File: config.mk
export PLATFORM = sky130hd
export DESIGN_NAME = bus_frame_target_flat
export DESIGN_NICKNAME = d
export VERILOG_FILES = /design/src/rtl/bus_frame_pkg.sv /design/src/rtl/bus_frame_target_if.sv /design/src/rtl/byte_shift_word.sv /design/src/rtl/bus_frame_target.sv /design/src/flat_wrapper.sv
export SDC_FILE = /design/constraint.sdc
export NUM_CORES = 1
export LEC_CHECK = 0
export ABC_AREA = 0
export CORE_MARGIN = 2
export CORE_UTILIZATION = 51
export CTS_CLUSTER_DIAMETER = 150
export DETAILED_ROUTE_END_ITERATION = 7
export HOLD_SLACK_MARGIN = 0.15
export PLACE_DENSITY = 0.83
export SLEW_MARGIN = 20
export SYNTH_ARGS = -nofsm -noshare
export SYNTH_HDL_FRONTEND = slang
export SYNTH_SLANG_ARGS = --single-unit
File: constraint.sdc
create_clock -name clk -period 6.09 [get_ports clk]
set_input_delay 1.827 -clock clk [delete_from_list [all_inputs] [get_ports clk]]
set_output_delay 1.827 -clock clk [all_outputs]
set_load 0.01 [all_outputs]
File: src/rtl/bus_frame_pkg.sv
// rtl/bus_frame_pkg.sv - shared state type and frame constants for the bus frame target
package bus_frame_pkg;

    typedef enum logic [1:0] {
        IDLE,
        COLLECT,
        MEM,
        RETURN
    } frame_state_e;

    localparam int unsigned CTRL_WRITE_BIT   = 0;
    localparam int unsigned FRAME_BYTES      = 4;
    localparam logic [31:0] ERR_WORD_DEFAULT = 32'hDEAD_BEEF;

endpackage

File: src/rtl/bus_frame_target_if.sv
// rtl/bus_frame_target_if.sv - word request/ack bus between the frame target and memory
interface bus_frame_target_if;
    import bus_frame_pkg::*;

    logic                       mem_req;
    logic                       mem_we;
    logic [FRAME_BYTES*8-1:0]   mem_addr;
    logic [FRAME_BYTES*8-1:0]   mem_wdata;
    logic                       mem_ack;
    logic [FRAME_BYTES*8-1:0]   mem_rdata;

    modport master (
        output mem_req,
        output mem_we,
        output mem_addr,
        output mem_wdata,
        input  mem_ack,
        input  mem_rdata
    );

    modport slave (
        input  mem_req,
        input  mem_we,
        input  mem_addr,
        input  mem_wdata,
        output mem_ack,
        output mem_rdata
    );

endinterface

File: src/rtl/byte_shift_word.sv
// rtl/byte_shift_word.sv - 4-byte LSB-first word register with per-byte capture and whole-word load
module byte_shift_word
    import bus_frame_pkg::*;
(
    input  logic                     clk,
    input  logic                     rst,
    input  logic                     cap_en,
    input  logic [1:0]               byte_idx,
    input  logic [7:0]               byte_in,
    input  logic                     load_en,
    input  logic [FRAME_BYTES*8-1:0] load_word,
    output logic [FRAME_BYTES*8-1:0] word_out
);

    logic [FRAME_BYTES*8-1:0] word_q;

    // A whole-word load wins over a byte capture; callers never assert both.
    always_ff @(posedge clk) begin
        if (rst) begin
            word_q <= '0;
        end else if (load_en) begin
            word_q <= load_word;
        end else if (cap_en) begin
            word_q[8*byte_idx +: 8] <= byte_in;
        end
    end

    assign word_out = word_q;

endmodule

File: src/rtl/bus_frame_target.sv
// rtl/bus_frame_target.sv - byte-serial bus frame deserializer issuing one word request per frame
module bus_frame_target
    import bus_frame_pkg::*;
#(
    parameter int unsigned ACK_WINDOW = 2,
    parameter logic [31:0] ERR_WORD   = ERR_WORD_DEFAULT
) (
    input  logic               clk,
    input  logic               rst,
    input  logic               frame_start,
    input  logic [7:0]         addr_byte,
    input  logic [7:0]         wdata_byte,
    bus_frame_target_if.master mem,
    output logic [7:0]         rdata_byte,
    output logic               data_oe,
    output logic               busy,
    output logic               err
);

    // Frame cycle numbers t at which each stage ends. The phase counter holds
    // the current t; T_RET_LAST wraps to 0 for ACK_WINDOW = 7, and so does the
    // 4-bit phase, so the comparison still lands on the right cycle.
    localparam logic [3:0] T_COLLECT_LAST = 4'd5;
    localparam logic [3:0] T_MEM_LAST     = 4'(5 + ACK_WINDOW);
    localparam logic [3:0] T_RET_FIRST    = 4'(6 + ACK_WINDOW);
    localparam logic [3:0] T_RET_LAST     = 4'(9 + ACK_WINDOW);

    frame_state_e state_q, state_d;
    logic [3:0]   phase_q, phase_d;

    logic         mem_req_q;
    logic         mem_we_q;
    logic         err_q;
    logic [31:0]  mem_addr_q;
    logic [31:0]  mem_wdata_q;

    logic         cap_en;
    logic [1:0]   cap_idx;
    logic         req_set;
    logic         req_clr;
    logic         err_set;
    logic         rd_load;
    logic [31:0]  rd_load_word;

    logic [31:0]  addr_word;
    logic [31:0]  wdata_word;
    logic [31:0]  rd_word;
    logic [1:0]   ret_idx;

    byte_shift_word u_addr (
        .clk       (clk),
        .rst       (rst),
        .cap_en    (cap_en),
        .byte_idx  (cap_idx),
        .byte_in   (addr_byte),
        .load_en   (1'b0),
        .load_word ('0),
        .word_out  (addr_word)
    );

    byte_shift_word u_wdata (
        .clk       (clk),
        .rst       (rst),
        .cap_en    (cap_en),
        .byte_idx  (cap_idx),
        .byte_in   (wdata_byte),
        .load_en   (1'b0),
        .load_word ('0),
        .word_out  (wdata_word)
    );

    byte_shift_word u_rdata (
        .clk       (clk),
        .rst       (rst),
        .cap_en    (1'b0),
        .byte_idx  (2'd0),
        .byte_in   (8'd0),
        .load_en   (rd_load),
        .load_word (rd_load_word),
        .word_out  (rd_word)
    );

    always_comb begin
        state_d      = state_q;
        phase_d      = phase_q;
        cap_en       = 1'b0;
        cap_idx      = 2'd0;
        req_set      = 1'b0;
        req_clr      = 1'b0;
        err_set      = 1'b0;
        rd_load      = 1'b0;
        rd_load_word = mem.mem_rdata;

        if (frame_start) begin
            // A new frame from any state abandons the old one, including any
            // ack or timeout that would have completed on this edge.
            cap_en  = 1'b1;
            cap_idx = 2'd0;
            req_clr = 1'b1;
            phase_d = 4'd2;
            state_d = COLLECT;
        end else begin
            case (state_q)
                IDLE: begin
                    phase_d = '0;
                end

                COLLECT: begin
                    phase_d = phase_q + 4'd1;
                    if (phase_q == T_COLLECT_LAST) begin
                        req_set = 1'b1;
                        state_d = MEM;
                    end else begin
                        // t2..t4 carry bytes 1..3
                        cap_en  = 1'b1;
                        cap_idx = 2'(phase_q - 4'd1);
                    end
                end

                MEM: begin
                    phase_d = phase_q + 4'd1;
                    if (mem_req_q && mem.mem_ack) begin
                        req_clr = 1'b1;
                        rd_load = !mem_we_q;
                    end
                    // The window is always served in full so frame length
                    // does not depend on how quickly memory answers.
                    if (phase_q == T_MEM_LAST) begin
                        if (mem_req_q && !mem.mem_ack) begin
                            req_clr      = 1'b1;
                            err_set      = 1'b1;
                            rd_load      = !mem_we_q;
                            rd_load_word = ERR_WORD;
                        end
                        if (mem_we_q) begin
                            phase_d = '0;
                            state_d = IDLE;
                        end else begin
                            state_d = RETURN;
                        end
                    end
                end

                RETURN: begin
                    phase_d = phase_q + 4'd1;
                    if (phase_q == T_RET_LAST) begin
                        phase_d = '0;
                        state_d = IDLE;
                    end
                end

                default: begin
                    phase_d = '0;
                    state_d = IDLE;
                end
            endcase
        end
    end

    always_ff @(posedge clk) begin
        if (rst) begin
            state_q     <= IDLE;
            phase_q     <= '0;
            mem_req_q   <= 1'b0;
            mem_we_q    <= 1'b0;
            err_q       <= 1'b0;
            mem_addr_q  <= '0;
            mem_wdata_q <= '0;
        end else begin
            state_q <= state_d;
            phase_q <= phase_d;
            if (req_set) begin
                mem_req_q   <= 1'b1;
                mem_we_q    <= addr_byte[CTRL_WRITE_BIT];
                mem_addr_q  <= addr_word;
                mem_wdata_q <= wdata_word;
            end else if (req_clr) begin
                mem_req_q <= 1'b0;
            end
            if (err_set) begin
                err_q <= 1'b1;
            end
        end
    end

    assign ret_idx       = 2'(phase_q - T_RET_FIRST);

    assign mem.mem_req   = mem_req_q;
    assign mem.mem_we    = mem_we_q;
    assign mem.mem_addr  = mem_addr_q;
    assign mem.mem_wdata = mem_wdata_q;

    assign busy          = (state_q != IDLE);
    assign data_oe       = (state_q == RETURN);
    assign rdata_byte    = data_oe ? rd_word[8*ret_idx +: 8] : 8'd0;
    assign err           = err_q;

endmodule

File: src/flat_wrapper.sv
// flat-port wrapper written by rule: the top's interface ports become plain ports
module bus_frame_target_flat import bus_frame_pkg::*;
#(
    parameter int unsigned ACK_WINDOW = 2,
    parameter logic [31:0] ERR_WORD   = ERR_WORD_DEFAULT
)
  (clk, rst, frame_start, addr_byte, wdata_byte, rdata_byte, data_oe, busy, err, mem_mem_req, mem_mem_we, mem_mem_addr, mem_mem_wdata, mem_mem_ack, mem_mem_rdata);
  bus_frame_target_if mem_i ();
  input  logic clk;
  input  logic rst;
  input  logic frame_start;
  input  logic [7:0] addr_byte;
  input  logic [7:0] wdata_byte;
  output logic [7:0] rdata_byte;
  output logic data_oe;
  output logic busy;
  output logic err;
  output wire logic [$bits(mem_i.mem_req)-1:0] mem_mem_req;
  output wire logic [$bits(mem_i.mem_we)-1:0] mem_mem_we;
  output wire logic [$bits(mem_i.mem_addr)-1:0] mem_mem_addr;
  output wire logic [$bits(mem_i.mem_wdata)-1:0] mem_mem_wdata;
  input wire logic [$bits(mem_i.mem_ack)-1:0] mem_mem_ack;
  input wire logic [$bits(mem_i.mem_rdata)-1:0] mem_mem_rdata;
  assign mem_mem_req = mem_i.mem_req;
  assign mem_mem_we = mem_i.mem_we;
  assign mem_mem_addr = mem_i.mem_addr;
  assign mem_mem_wdata = mem_i.mem_wdata;
  assign mem_i.mem_ack = mem_mem_ack;
  assign mem_i.mem_rdata = mem_mem_rdata;
  bus_frame_target #(.ACK_WINDOW(ACK_WINDOW), .ERR_WORD(ERR_WORD)) u_core (.clk(clk), .rst(rst), .frame_start(frame_start), .addr_byte(addr_byte), .wdata_byte(wdata_byte), .mem(mem_i), .rdata_byte(rdata_byte), .data_oe(data_oe), .busy(busy), .err(err));
endmodule
==> summary.txt, run 1 <==
Clock tree
  – Num CTS Buffers: 17
  – # Post-CTS Setup Buffers: 0
  – CTS H-tree depth: 4
  – CTS tree: yes
  – CTS Buffer Depth: 2
  – Worst-path clk slew: 0.07 ns
  – Clock root cell: clkbuf_16
  – Clock latency on the worst-skew pair: 0.42 ns
  – Hold Buf Count CTS: 0
  – Post-CTS Resized: 0
  – CTS Sinks: 169

Placed design
  – Post-DP HPWL: 11.8 mm
  – Dpl cell area: 0.00857 mm2
  – Post-Place Setup Slack: 0.965 ns
  – IO buf count: 128
  – GP Congestion: 0.879

Logic synthesis
  – Ys async rst share: 0
  – Syn avg cell area: 9.18 um2
  – Synth Register Bits: 169
  – YS warnings: 0
  – Top FF cell, synth: dfxtp_1
  – Sequential cell area fraction in the yosys report: 0.458
  – Post-synth cell types: 47
  – Synth Net Count: 863
  – Synth Cell Area: 0.00738 mm2
  – Synth Instances: 804
  – EDFF count, synth: 0

Finish
  – Post-route cell area: 0.00919 mm2
  – Number of nets in the layout: 929
  – Layout fillers: 1121
  – Share of layout cells above drive strength 1: 0.0736
  – Area delta synth->final: 24.4%
  – Diode count: 0

Power and ir drop
  – Net Sw Power: 556 uW
  – Seq pwr share: 0.473
  – Comb pwr share: 0.070
  – Power share of the clock group: 0.457
  – Leakage power: 0.00294 uW
  – Pint: 1830 uW
  – Tot Pwr: 2390 uW
  – Worst VDD drop: 0.202 mV
  – Switching Share: 0.233
  – Power Dens Cells: 260 mW/mm2

GRT
  – Tot GR Track Use: 0.237
  – Grt total ovfl: 0
  – Vias in the first global route: 5983
  – Largest net degree at the start of global routing: 94
  – First-pass GRT wire length: 30.4 mm
  – Initial antenna violation count: 0

Detailed routing
  – DR vias/cell: 5.95
  – Vias: 6323
  – Average wire per standard cell: 17.4 um
  – DRT Pass-1 Iters: 7
  – Detailed Route WL: 18.5 mm
  – Post-DRT Antenna Nets: 0
  – Residual DRC: 0
  – First DRT Iteration DRCs: 444

Timing
  – Slew Viols, Final: 0
  – Max frequency: 223 MHz
  – Least-Margin Pin Slew: 1.16 ns
  – Final worst slack: 1.61 ns
  – Final Hold Fails: 0
  – RSZ-0062 raised after global routing: no
  – Worst slack on hold paths: 0.458 ns
  – Setup TNS: 0 ns
  – Setup Skew: 0.00931 ns
  – Final min period: 4.48 ns
  – Worst slew margin: 0.221
  – Period utilization: 0.736
  – Final setup fails: 0

Setup path
  – CP max stage delay: 0.65 ns
  – Startpoint type of the worst setup path: input port
  – Crit-path cells: clkdlybuf4s50_1, nor4b_4, buf_4, nand2_1, ha_1, nor2b_2, nand4_1, mux2i_1
  – Slowest CP cell: nor2b_2
  – Buffers & Inverters on Critical Path: 2
  – Nature of the critical path endpoint: register
  – Critical path class: input port to register
  – Worst endpoint data arrival time: 4.83 ns
  – CP required: 6.44 ns
  – CP max FO: 28
  – Top delay family on crit path: simple AND/OR/NAND/NOR gates

Floorplan
  – Initial cell density of the core: 0.528
  – Die width: 124 um
  – Die area: 0.0155 mm2
  – DIE HEIGHT: 124 um
  – I/O pin total: 129
  – FP Rows: 43
  – Core region area: 0.0140 mm2

Status
  – Status: finished clean

Worst hold path
  – Worst Hold Class: register to register

Job
  – Number of max-cap violations: 0
[routing by layer]
layer	share of wire	GRT usage
met5	0	0
met2	0.48	0.381
met1	0.44	0.318
met3	0.052	0.0503
met4	0.022	0.0780
[logic make-up (layout without fill, tap and decap cells)]
logic type / count (synthesis) / count (layout) / synth area share
AOI/OAI and AO/OA: 216 / 216 / 0.194
adders and majority gates: 7 / 7 / 0.0119
xor gates and xnor gates: 1 / 1 / 0.00119
DFF: 169 / 169 / 0.458
and+or+nand+nor: 223 / 223 / 0.161
buffers and inverters: 122 / 201 / 0.0707
muxes: 66 / 66 / 0.103
[through the flow]
stage           util  cells
6_report       0.657   1063
5_1_grt        0.657   1063
4_1_cts        0.656   1063
3_5_place_dp   0.613   1031
3_3_place_gp   0.613   1031
2_1_floorplan      -    804
[tightest hold or removal path, delay by kind of cell, from the launching register on]
| family | cells | cell delay (ns) |
|---|---|---|
| DFF | 1 | 0.31 |
| and+or+nand+nor | 1 | 0.05 |
| muxes | 1 | 0.05 |
[final cells by class]
class                      instances  area, um2  share of cell area
multi-input combinational        513       3510               0.382
sequential                       169       3380               0.368
timing repair buffer             136       1340               0.146
clock buffer                      18        429              0.0467
tap                              180        225              0.0245
clock inverter                    14        174              0.0189
inverter                          33        124              0.0135
[cell usage after synthesis, types with 2 or more instances]
library cell	count	area (um2)
nand3b_1	2	15.0
o32ai_1	14	123
a21oi_1	67	335
nor4b_1	10	87.6
nor2b_1	18	113
mux4_2	8	180
o221a_1	22	248
and2_1	10	62.6
buf_6	4	45.0
nor4bb_1	2	20.0
a211oi_4	4	80.1
clkbuf_1	57	214
nand3_1	77	385
inv_1	32	120
nor2_1	4	15.0
ha_1	7	87.6
or3_1	2	12.5
buf_2	24	120
o21a_1	2	15.0
buf_1	3	11.3
nand4_1	17	106
o221a_2	2	22.5
o21ai_0	57	285
nor3_1	5	25.0
mux2i_1	58	581
a211o_1	2	17.5
dfxtp_1	169	3380
nand2_1	67	251
o21ai_1	19	95.1
o211ai_1	22	165
[state kept, by name (all words and copies together), names as in the netlist]
| name | count |
|---|---|
| u_core.mem.mem_addr | 32 |
| u_core.mem.mem_wdata | 32 |
| u_core.u_addr.word_out | 32 |
| u_core.u_rdata.word_out | 32 |
| u_core.u_wdata.word_out | 32 |
| u_core.phase_q | 4 |
| u_core.state_q | 2 |
| u_core.err | 1 |
| u_core.mem.mem_req | 1 |
| u_core.mem.mem_we | 1 |
[placed cells by master, fill, tap and decap left out, types with 14 or more instances in the layout]
master / n
o21ai_1: 19
mux2i_1: 58
nand2_1: 67
o221a_1: 22
nand4_1: 17
a21oi_1: 67
nor2b_1: 17
clkbuf_16: 17
dfxtp_1: 169
inv_1: 31
o21ai_0: 57
o211ai_1: 22
clkdlybuf4s50_1: 127
o32ai_1: 14
nand3_1: 77
[power groups by stage]
stage | combinational [uW] | clock [uW] | sequential [uW]
finish | 168 | 1090 | 1130
global placement | 163 | 0 | 1150
global route | 181 | 1150 | 1130
CTS | 166 | 1110 | 1130
floorplan | 113 | 0 | 1140
detailed placement | 165 | 0 | 1150
[final timing paths]
check	start	endpoint	slack (ns)	depth (start not counted)
max reg2reg	u_core.phase_q[0]	u_core.u_addr.word_out[27]	3.01	7
min reg2reg	u_core.u_addr.word_out[22]	u_core.u_addr.word_out[22]	0.46	2
max	frame_start	u_core.u_addr.word_out[27]	1.61	8
min	u_core.u_addr.word_out[22]	u_core.u_addr.word_out[22]	0.46	2
Power figures use the tool's default switching activity.
==> run 2: changes to the inputs <==
==> constraint.sdc (replaced) <==
create_clock -name clk -period 4.54 [get_ports clk]
set_input_delay 1.362 -clock clk [delete_from_list [all_inputs] [get_ports clk]]
set_output_delay 1.362 -clock clk [all_outputs]
set_load 0.01 [all_outputs]
==> run 2 against run 1 <==
Compared with the run above:
- first-iteration DRC count is 30% higher
- highest routed layer unchanged
- global-route usage is 0.51 points higher
- count of clock-buffer cells in the layout decreased by 1
- worst setup slack worse by 0.97 ns
- clock power increased by 50%
- final area up 1.3%
==> summary.txt, run 2 (synthesis results as in run 1) <==
Floorplan
  – Die width: 124 um
  – DIE HEIGHT: 124 um
  – FP Rows: 43
  – Initial cell density of the core: 0.528
  – I/O pin total: 129
  – Core region area: 0.0140 mm2
  – Die area: 0.0155 mm2

Finish
  – Final Core Density: 0.665
  – Layout fillers: 1114
  – Area delta synth->final: 26.0%
  – Diode count: 0
  – Commonest non-fill, non-tap cells in the layout: 169 x dfxtp_1, 127 x clkdlybuf4s50_1, 77 x nand3_1
  – Post-route cell area: 0.00930 mm2
  – Most common cell after layout, fill and taps aside: dfxtp_1
  – Share of layout cells above drive strength 1: 0.0798
  – Number of nets in the layout: 936

Clock tree
  – Worst-path clk slew: 0.06 ns
  – Num CTS Buffers: 17
  – CTS H-tree depth: 4
  – Hold Buf Count CTS: 0
  – CTS Buffer Depth: 2
  – # Post-CTS Setup Buffers: 0
  – Clock root cell: clkbuf_16
  – Post-CTS Resized: 0
  – CTS tree: yes
  – CTS Sinks: 169
  – Clock latency on the worst-skew pair: 0.43 ns

Timing
  – Final min period: 3.90 ns
  – Least-Margin Pin Slew: 1.10 ns
  – Worst slew margin: 0.264
  – Final setup fails: 0
  – Period utilization: 0.859
  – Final Hold Fails: 0
  – Setup TNS: 0 ns
  – Max frequency: 256 MHz
  – Setup Skew: 0.00701 ns
  – Slew Viols, Final: 0
  – Final worst slack: 0.638 ns
  – RSZ-0062 raised after global routing: no

Worst hold path
  – Worst Hold Class: register to register

GRT
  – Vias in the first global route: 6167
  – Tot GR Track Use: 0.242
  – First-pass GRT wire length: 31.0 mm
  – Largest net degree at the start of global routing: 109
  – Initial antenna violation count: 0
  – Grt total ovfl: 0

Setup path
  – Worst endpoint data arrival time: 2.54 ns
  – Top delay family on crit path: flip-flops
  – CP max stage delay: 0.88 ns
  – Slowest CP cell: dfxtp_1
  – Startpoint type of the worst setup path: register
  – Nature of the critical path endpoint: output pin
  – CP required: 3.18 ns
  – CP max FO: 14
  – Buffers & Inverters on Critical Path: 1
  – Critical path class: register to output pin
  – Crit-path cells: mux4_2, and2_1, clkdlybuf4s50_1

Detailed routing
  – Average wire per standard cell: 17.6 um
  – Post-DRT Antenna Nets: 0
  – DRT Pass-1 Iters: 5
  – First DRT Iteration DRCs: 579
  – DR vias/cell: 5.95
  – Residual DRC: 0
  – Detailed Route WL: 18.8 mm
  – Vias: 6370

Placed design
  – IO buf count: 128
  – Post-Place Setup Slack: 0.560 ns
  – Post-DP HPWL: 11.4 mm
  – Dpl cell area: 0.00862 mm2
  – GP Congestion: 0.786

Power and ir drop
  – Worst VDD drop: 0.291 mV
  – Leakage power: 0.00302 uW
  – Power Dens Cells: 363 mW/mm2
  – Tot Pwr: 3380 uW

Status
  – Status: finished clean

Job
  – Number of max-cap violations: 0
run 2: worst min-delay path: stages, from the launching register on:
cell and delay (ns):
dfxtp_1 0.31, nand2_1 0.05, mux2i_1 0.05
run 2: area by class of cell:
| type | instances | area, um2 | area share |
|---|---|---|---|
| well taps | 180 | 225 | 0.0242 |
| flip-flops and latches | 169 | 3380 | 0.364 |
| clock buffers | 17 | 425 | 0.0457 |
| repair buffers | 143 | 1390 | 0.150 |
| inverters | 33 | 125 | 0.0135 |
| multi-input cells | 513 | 3500 | 0.377 |
| clock inverters | 15 | 249 | 0.0268 |
run 2: path summary, 6_finish.rpt:
check,cells past startpoint,slack (ns),to,startpoint
worst max-delay path,3,0.64,rdata_byte[5],u_core.phase_q[0]
worst min-delay path,2,0.46,u_core.u_addr.word_out[19],u_core.u_addr.word_out[19]
worst max register to register,7,1.53,u_core.u_addr.word_out[4],u_core.phase_q[0]
worst min register to register,2,0.46,u_core.u_addr.word_out[19],u_core.u_addr.word_out[19]
run 2: where the power goes:
| part | leakage [uW] | total [uW] | switching (uW) | internal, uW |
|---|---|---|---|---|
| clock | 0.000323 | 1640 | 601 | 1030 |
| combinational | 0.00133 | 228 | 136 | 92.1 |
| sequential | 0.00136 | 1510 | 17.7 | 1500 |
run 2: per-stage QoR:
step,std cells,hold WS (ns)
2_1_floorplan,804,0.435
3_3_place_gp,1038,0.445
3_5_place_dp,1038,0.447
4_1_cts,1070,0.459
5_1_grt,1070,0.477
6_report,1070,0.460
run 2: layer usage:
metal | wire, um | GRT usage
met1 | 8340 | 0.323
met2 | 9160 | 0.386
met3 | 929 | 0.0490
met4 | 397 | 0.0965
met5 | 0 | 0
